### src/rtl/multi_tick_divider.sv
// Multi-channel programmable clock-enable generator with shadowed divisors and phase-aligning clear.
// Optional 50% square-wave outputs are built when TICKDIV_SQUARE_EN is defined; otherwise sq is tied to 0.
module multi_tick_divider #(
  parameter int unsigned WIDTH       = 28,
  parameter int unsigned NUM_CH      = 2,
  parameter int unsigned DEFAULT_DIV = 50_000_000,
  parameter int unsigned CHW         = (NUM_CH > 1) ? $clog2(NUM_CH) : 1
) (
  input  logic              clock,
  input  logic              reset_n,
  input  logic              clear,
  input  logic [NUM_CH-1:0] en,
  input  logic              wr_en,
  input  logic [CHW-1:0]    wr_ch,
  input  logic [WIDTH-1:0]  wr_data,
  output logic [NUM_CH-1:0] tick,
  output logic [NUM_CH-1:0] sq
);

  localparam logic [WIDTH-1:0] DIV_RST = WIDTH'(DEFAULT_DIV);

  logic [WIDTH-1:0]  count [NUM_CH];
  logic [WIDTH-1:0]  act   [NUM_CH];
  logic [WIDTH-1:0]  shd   [NUM_CH];
  logic [NUM_CH-1:0] wr_hit;
  logic [NUM_CH-1:0] wrap;

  // Out-of-range wr_ch matches no channel, so such writes fall away naturally.
  always_comb begin
    wr_hit = '0;
    wrap   = '0;
    for (int unsigned i = 0; i < NUM_CH; i++) begin
      wr_hit[i] = wr_en && (wr_ch == CHW'(i));
      wrap[i]   = en[i] && !clear && (count[i] == act[i]);
    end
  end

  // Counters, divisor shadow/active pair and tick flops.
  always_ff @(posedge clock or negedge reset_n) begin
    if (!reset_n) begin
      for (int unsigned i = 0; i < NUM_CH; i++) begin
        count[i] <= '0;
        act[i]   <= DIV_RST;
        shd[i]   <= DIV_RST;
      end
      tick <= '0;
    end else begin
      for (int unsigned i = 0; i < NUM_CH; i++) begin
        if (wr_hit[i]) begin
          shd[i] <= wr_data;
        end
        if (clear) begin
          // Clear with a same-cycle write adopts the new divisor at once.
          count[i] <= '0;
          tick[i]  <= 1'b0;
          act[i]   <= wr_hit[i] ? wr_data : shd[i];
        end else if (wrap[i]) begin
          count[i] <= '0;
          tick[i]  <= 1'b1;
          act[i]   <= shd[i];
        end else if (en[i]) begin
          count[i] <= count[i] + WIDTH'(1);
          tick[i]  <= 1'b0;
        end else begin
          tick[i]  <= 1'b0;
        end
      end
    end
  end

`ifdef TICKDIV_SQUARE_EN
  // Square wave toggles on every wrap, giving a period of 2*(act+1).
  always_ff @(posedge clock or negedge reset_n) begin
    if (!reset_n) begin
      sq <= '0;
    end else begin
      for (int unsigned i = 0; i < NUM_CH; i++) begin
        if (clear) begin
          sq[i] <= 1'b0;
        end else if (wrap[i]) begin
          sq[i] <= ~sq[i];
        end
      end
    end
  end
`else
  assign sq = '0;
`endif

endmodule
### config.mk
export PLATFORM = sky130hd
export DESIGN_NAME = multi_tick_divider
export DESIGN_NICKNAME = d
export VERILOG_FILES = /design/src/rtl/multi_tick_divider.sv
export SDC_FILE = /design/constraint.sdc
export NUM_CORES = 1
export LEC_CHECK = 0
export BUFFER_PORTS_ARGS = -buffer_cell sky130_fd_sc_hd__buf_4
export CORE_MARGIN = 4
export CORE_UTILIZATION = 30
export DETAILED_ROUTE_END_ITERATION = 6
export SETUP_SLACK_MARGIN = 0.05
export SYNTH_ARGS = -nofsm -noshare
export SYNTH_HDL_FRONTEND = slang
export SYNTH_SLANG_ARGS = --single-unit
### constraint.sdc
create_clock -name clock -period 2.2 [get_ports clock]
set_input_delay 0.11 -clock clock [delete_from_list [all_inputs] [get_ports clock]]
set_output_delay 0.11 -clock clock [all_outputs]
set_load 0.05 [all_outputs]
==> results of run 1 <==
## placed cells by master (no fill, tap or decap), types with 11 or more instances in the layout
| cell type | netlist | layout |
|---|---|---|
| buf_4 | 3 | 135 |
| xnor2_2 | 0 | 21 |
| buf_6 | 7 | 12 |
| nor2_1 | 13 | 12 |
| o211ai_1 | 24 | 24 |
| xor2_1 | 29 | 28 |
| nand3_1 | 22 | 22 |
| inv_1 | 38 | 37 |
| nor3_4 | 0 | 19 |
| dfrtp_1 | 122 | 121 |
| clkbuf_16 | 0 | 17 |
| nand4_1 | 58 | 58 |
| and3_1 | 13 | 13 |
| nand2_1 | 74 | 74 |
| o211a_1 | 22 | 22 |
| buf_12 | 0 | 14 |
| a221o_1 | 22 | 22 |
| o311ai_1 | 0 | 23 |
| dlygate4sd3_1 | 0 | 29 |
| xnor2_1 | 64 | 42 |
| mux2_2 | 56 | 56 |
| nor3_1 | 44 | 20 |
| o311ai_0 | 40 | 11 |
| dfstp_2 | 48 | 48 |
## worst max path at each step
stage,slack (ps),endpoint,start
CTS,-30,act[44]$_DFFE_PN0P_,act[49]$_DFFE_PN1P_
global route,-160,act[4]$_DFFE_PN0P_,act[24]$_DFFE_PN0P_
finish,-120,act[31]$_DFFE_PN0P_,count[33]$_DFFE_PN0P_
detailed placement,-130,act[54]$_DFFE_PN0P_,act[49]$_DFFE_PN1P_
floorplan,50,act[26]$_DFFE_PN0P_,act[7]$_DFFE_PN1P_
global placement,-100,act[54]$_DFFE_PN0P_,count[49]$_DFFE_PN0P_
## flip-flops by register name, indices dropped and copies added, names as in the netlist
| register | flops |
|---|---|
| shd | 56 |
| count | 56 |
| tick | 2 |
| act | 56 |
## cell families after synthesis
| group | Yosys count | synth area share (%) |
|---|---|---|
| AOI/OAI and AO/OA | 140 | 13.3 |
| xor gates and xnor gates | 94 | 9.37 |
| adders and majority gates | 2 | 0.278 |
| buffers and inverters | 104 | 5.21 |
| DFF | 170 | 48.0 |
| muxes | 57 | 7.13 |
| other | 1 | 0.0417 |
| and+or+nand+nor | 278 | 16.7 |
## worst max-delay path, stage by stage (launching register included)
cell      delay (ps)
dfrtp_1          450
xnor2_2          230
nand4_1          160
or4_4            590
buf_8            160
nor2_4           160
buf_6            140
buf_8            130
o311ai_0         120
## timing repair
action / 4_1_cts / 5_1_grt
hold buffers: 29 / 0
pin swaps: 46 / 40
endpoints found under the hold margin: 105 / 0
endpoints found under the setup margin: 88 / 109
cloned: 8 / 1
gates resized for setup: 85 / 90
buffers inserted: 23 / 4
## metrics by stage
| step | hold slack, ps | instance area (um^2) | instances | utilization (%) | setup slack (ps) |
|---|---|---|---|---|---|
| after floorplan | -186 | 9010 | 847 | - | 50.1 |
| after global placement | 180 | 10400 | 1314 | 35.0 | -103 |
| after detailed placement | 177 | 10400 | 1314 | 35.0 | -132 |
| after CTS | 136 | 12000 | 1405 | 40.6 | -26.3 |
| after global routing | 159 | 12300 | 1403 | 41.7 | -158 |
| final | 157 | 12300 | 1403 | 41.7 | -115 |
## where the power goes
part           leakage, nW  total, mW  internal, mW  switching [mW]
registers             2.08       3.80          3.54           0.254
logic                 2.68       1.32         0.675           0.641
clock network        0.298       3.31          2.02            1.29
total                 5.06       8.42          6.24            2.18
## per-layer routing
layer	up-vias	routed length [um]	track usage, %
met2	225	12400	24.9
met4	0	582	5.37
met3	27	1040	2.34
met1	3778	12600	23.2
met5	-	0	0
li1	3457	-	-
## cell type report
class,instances,area [um^2],share of cell area [%]
Multi-Input combinational cell,573,4840,39.3
Sequential cell,170,4320,35.0
Timing Repair Buffer,199,1890,15.3
Tap cell,390,488,3.96
Clock buffer,21,440,3.58
Clock inverter,11,195,1.58
Inverter,39,146,1.19
==> metrics.cfg, run 1 <==
[synth]
yosysTopAreaCellShare_pct = 34.0
yosysMostFrequentCell = dfrtp_1
yosys_warnings = 0
synthTopCellsByCount = 122 x dfrtp_1, 74 x nand2_1, 64 x xnor2_1
avgSynthCellArea_um2 = 10.6
synth_cells = 846
yosysSeqAreaShare_pct = 48.0
netlist_top_cells_area = dfrtp_1 34%, dfstp_2 14%, mux2_2 7.0%
synth_area_um2 = 8990
yosys.area.top_type = dfrtp_1
synth_edf_count = 0
synthArstFlopShare_pct = 100
ys_ff_latch = 170
ys_types = 50
yosys_most_used_dff = dfrtp_1

[layout]
antenna-diode-count = 0
final_nets = 1037
area_delta_synth_final_pct = 37.1
num-fill-cells = 2773
drive_gt1_share_pct = 38.0

[setup_path]
cp-start-kind = flip-flop
worst_setup_path_end_kind = flip-flop
regToRegEndpoint = act[31]$_DFFE_PN0P_
crit_type = flip-flop to flip-flop
worstPathRequired_ps = 2460
ff2ff_setup_slack_ps = -120
crit_arrival_ps = 2570
r2r_cells = 8
r2r-start = count[33]$_DFFE_PN0P_
cp_max_fo = 6

[clock_tree]
cts_tree = yes
cts_buffers = 17
cts_root_buf = clkbuf_16
path_clk_slew_ps = 70
clock_path_buffers = 2
ctsHtreeMaxLevel = 4
insertion_delay_ps = 430
clkSinkCount = 170

[drt]
drtIter0Drc = 554
wl_per_cell_um = 19.0
drt_wl_total_um = 26600
via_per_inst = 5.34
vias = 7487
antenna_left = 0
drc = 0
firstDrtPassIters = 5

[floorplanning]
initial_utilization_pct = 30.4
die_y_um = 181
std_cell_rows = 63
dieArea_um2 = 32800
die_w_um = 181
ios = 39
fp.coreArea_um2 = 29600

[timing]
rsz0062_at_grt = yes
setup_violations = 69
tightest_slew_ps = 739
slew_headroom_pct = 50.7
setup_ws_ps = -115
period_share_pct = 105
fin_skew_ps = 8.26
fmax_mhz = 432
period_minus_slack_ps = 2320
final_max_slew_viol_count = 0
finalHoldViolCount = 0
fin_setup_tns_ps = -2550

[grt]
first_global_vias = 7618
track_usage_pct = 16.1
grt_start_max_net_pins = 73
overflow = 0
grt_pass1_wl_um = 42500
antenna_found_initial = 0

[min_path]
hold_depth = 3
whs_endpoint = count[6]$_DFFE_PN0P_
min_from = en[1]
hold_class = input port to flip-flop

[pwr]
p_per_area_nw_per_um2 = 683
max-vdd-ir-drop_mv = 0.542
fin_total_pwr_mw = 8.42
leakage_nw = 5.06

[place]
dp_hpwl_um = 17500
gp_congestion = 0.862
io_buffer_count = 36

[outcome]
status = complete, but fails checks
violations = setup timing

[job]
cap_viol_max_count = 0

(Power assumes the default switching activity.)
==> run 2: changes to the inputs <==
- CORE_MARGIN: 4 -> 2
==> run 2 against run 1 <==
  * The flow still finishes with violations (setup timing)
  * Critical path type unchanged
  * Sequential share of layout area shrank 1.1 points
  * Setup slack gained 19 ps
  * Critical path depth is the same
  * Non-clock buffer count grew 7
  * Register-to-register slack gained 20 ps
  * Critical endpoint is now count[5]$_DFFE_PN0P_
  * Total power shrank 2.0%
  * Largest power group unchanged
==> metrics.cfg, run 2 (synthesized netlist as in run 1, its figures left out) <==
[outcome]
status = complete, but fails checks
violations = setup timing

[setup_path]
crit_path_top_delay_cell = or4_4
crit_type = flip-flop to flip-flop
path_cells = xnor2_2, nand3_1, or4_4, buf_12, nor2_4, buf_8, clkbuf_16, nor3_2
crit_arrival_ps = 2590  ; +20 ps
cp_max_fo = 8  ; +2
cp-start-kind = flip-flop
worstPathRequired_ps = 2500  ; +40 ps
worst_setup_path_end_kind = flip-flop
ff2ff_setup_slack_ps = -100  ; +20 ps
r2r_cells = 8  ; unchanged
max_stage_delay_ps = 630  ; +40 ps

[clock_tree]
cts_buffers = 17  ; unchanged
clock_path_buffers = 2  ; unchanged
cts_tree = yes
insertion_delay_ps = 440  ; about the same
clkSinkCount = 170  ; unchanged
ctsHtreeMaxLevel = 4  ; unchanged
cts_root_buf = clkbuf_16
path_clk_slew_ps = 70  ; about the same

[layout]
drive_gt1_share_pct = 41.0  ; +3.0 points
final_util_pct = 43.1  ; +1.4 points
final_nets = 1044  ; +0.68%
layout_commonest_cell = buf_4
antenna-diode-count = 0  ; unchanged
layout_common_cells = 134 x buf_4, 122 x dfrtp_1, 74 x nand2_1
num-fill-cells = 2721  ; -1.9%
reg.largest.list = act: 56 flops, count: 56 flops, shd: 56 flops
area_delta_synth_final_pct = 41.6

[timing]
tightest_slew_ps = 625  ; -114 ps
setup_violations = 56  ; -19%
rsz0062_at_grt = yes
period_minus_slack_ps = 2300  ; -18.7 ps
final_max_slew_viol_count = 0  ; unchanged
period_share_pct = 104  ; -0.85 points
fmax_mhz = 435  ; +0.82%
slew_headroom_pct = 58.3  ; +7.6 points
fin_skew_ps = 7.48  ; -0.779 ps
fin_setup_tns_ps = -2310  ; +240 ps
setup_ws_ps = -96.5  ; +18.7 ps
finalHoldViolCount = 0  ; unchanged

[drt]
firstDrtPassIters = 4  ; -1
wl_per_cell_um = 19.4  ; +2.4%
antenna_left = 0  ; unchanged
drtIter0Drc = 607  ; +9.6%
drc = 0  ; unchanged
via_per_inst = 5.39  ; +0.95%
drt_wl_total_um = 27400  ; +2.9%
vias = 7596  ; +1.5%

[grt]
antenna_found_initial = 0  ; unchanged
first_global_vias = 7604  ; -0.18%
grt_start_max_net_pins = 90  ; +23%
grt_pass1_wl_um = 42400  ; about the same
track_usage_pct = 17.4  ; +1.3 points
overflow = 0  ; unchanged

[min_path]
hold_depth = 3  ; unchanged
hold_class = input port to flip-flop

[pwr]
leakage_nw = 5.19  ; +2.7%
p_per_area_nw_per_um2 = 648  ; -5.2%
fin_total_pwr_mw = 8.25  ; -2.0%
max-vdd-ir-drop_mv = 0.628  ; +16%

[place]
gp_congestion = 0.889  ; +3.1%
dp_hpwl_um = 17600  ; +0.82%
io_buffer_count = 36  ; unchanged
dpl_worst_slack_ps = -159  ; -26.9 ps

[floorplanning]
dieArea_um2 = 31400  ; -4.4%
die_y_um = 177  ; -2.2%
die_w_um = 177  ; -2.2%
ios = 39  ; unchanged
fp.coreArea_um2 = 29600  ; unchanged
initial_utilization_pct = 30.4  ; unchanged
std_cell_rows = 63  ; unchanged

[job]
cap_viol_max_count = 0  ; unchanged

run 2: cell count changes in the layout (fill, tap and decap cells not counted), moves of 6 or more:
cell,previous run,this run
nor3_1,20,6
o311ai_0,11,0
nor3_4,19,29
clkbuf_16,17,24
o311ai_4,4,10
run 2: area by class of cell:
type,instances,area (um^2),area share (%)
Timing Repair Buffer,206,2070,16.3
Multi-Input combinational cell,573,5100,40.1
Inverter,39,146,1.15
Sequential cell,170,4310,33.9
Tap cell,390,488,3.83
Clock inverter,12,104,0.816
Clock buffer,20,500,3.93
run 2: power by group:
part	internal, mW	leakage, nW	switching, mW
logic	0.701	2.81	0.684
clock network	1.76	0.303	1.31
registers	3.54	2.08	0.252
run 2: path summary, 6_finish.rpt:
check                               startpoint                    to
setup / recovery           act[23]$_DFFE_PN1P_  count[5]$_DFFE_PN0P_
hold / removal                           clear   act[17]$_DFFE_PN1P_
setup reg to reg           act[23]$_DFFE_PN1P_  count[5]$_DFFE_PN0P_
hold reg to reg              shd[34]$_DFF_PN0_   act[34]$_DFFE_PN0P_
max in group asynchronous              reset_n     shd[47]$_DFF_PN1_
min in group asynchronous              reset_n  count[3]$_DFFE_PN0P_
run 2: per-stage QoR:
stage	hold slack, ps	cells	cell area, um^2
after floorplan	-186	847	9010
after global placement	112	1321	10400
after detailed placement	111	1321	10400
after CTS	47.2	1397	11700
after global routing	64.7	1410	12700
final	58.5	1410	12700
run 2: what timing repair did:
action,in CTS,in global routing
buffers inserted,11,9
pin swaps,12,67
hold buffers,29,0
gates cloned,4,4
gates resized for setup,48,170
hold endpoints to repair,105,0
setup endpoints to repair,68,108
run 2: layer usage:
metal | part of all wire [%] | routed length, um | track usage (%) | up-vias
met5 | 0 | 0 | 0 | -
met4 | 1.8 | 489 | 5.23 | 0
met3 | 4.0 | 1100 | 2.32 | 36
met2 | 47 | 13000 | 27.1 | 216
met1 | 47 | 12900 | 24.9 | 3851
li1 | - | - | - | 3493
run 2: worst max-delay path: cells and delay by family, from the launching register on:
kind	cells	cell delay, ps
buf+inv	3	520
simple gates	4	920
flops	1	560
xor+xnor	1	150
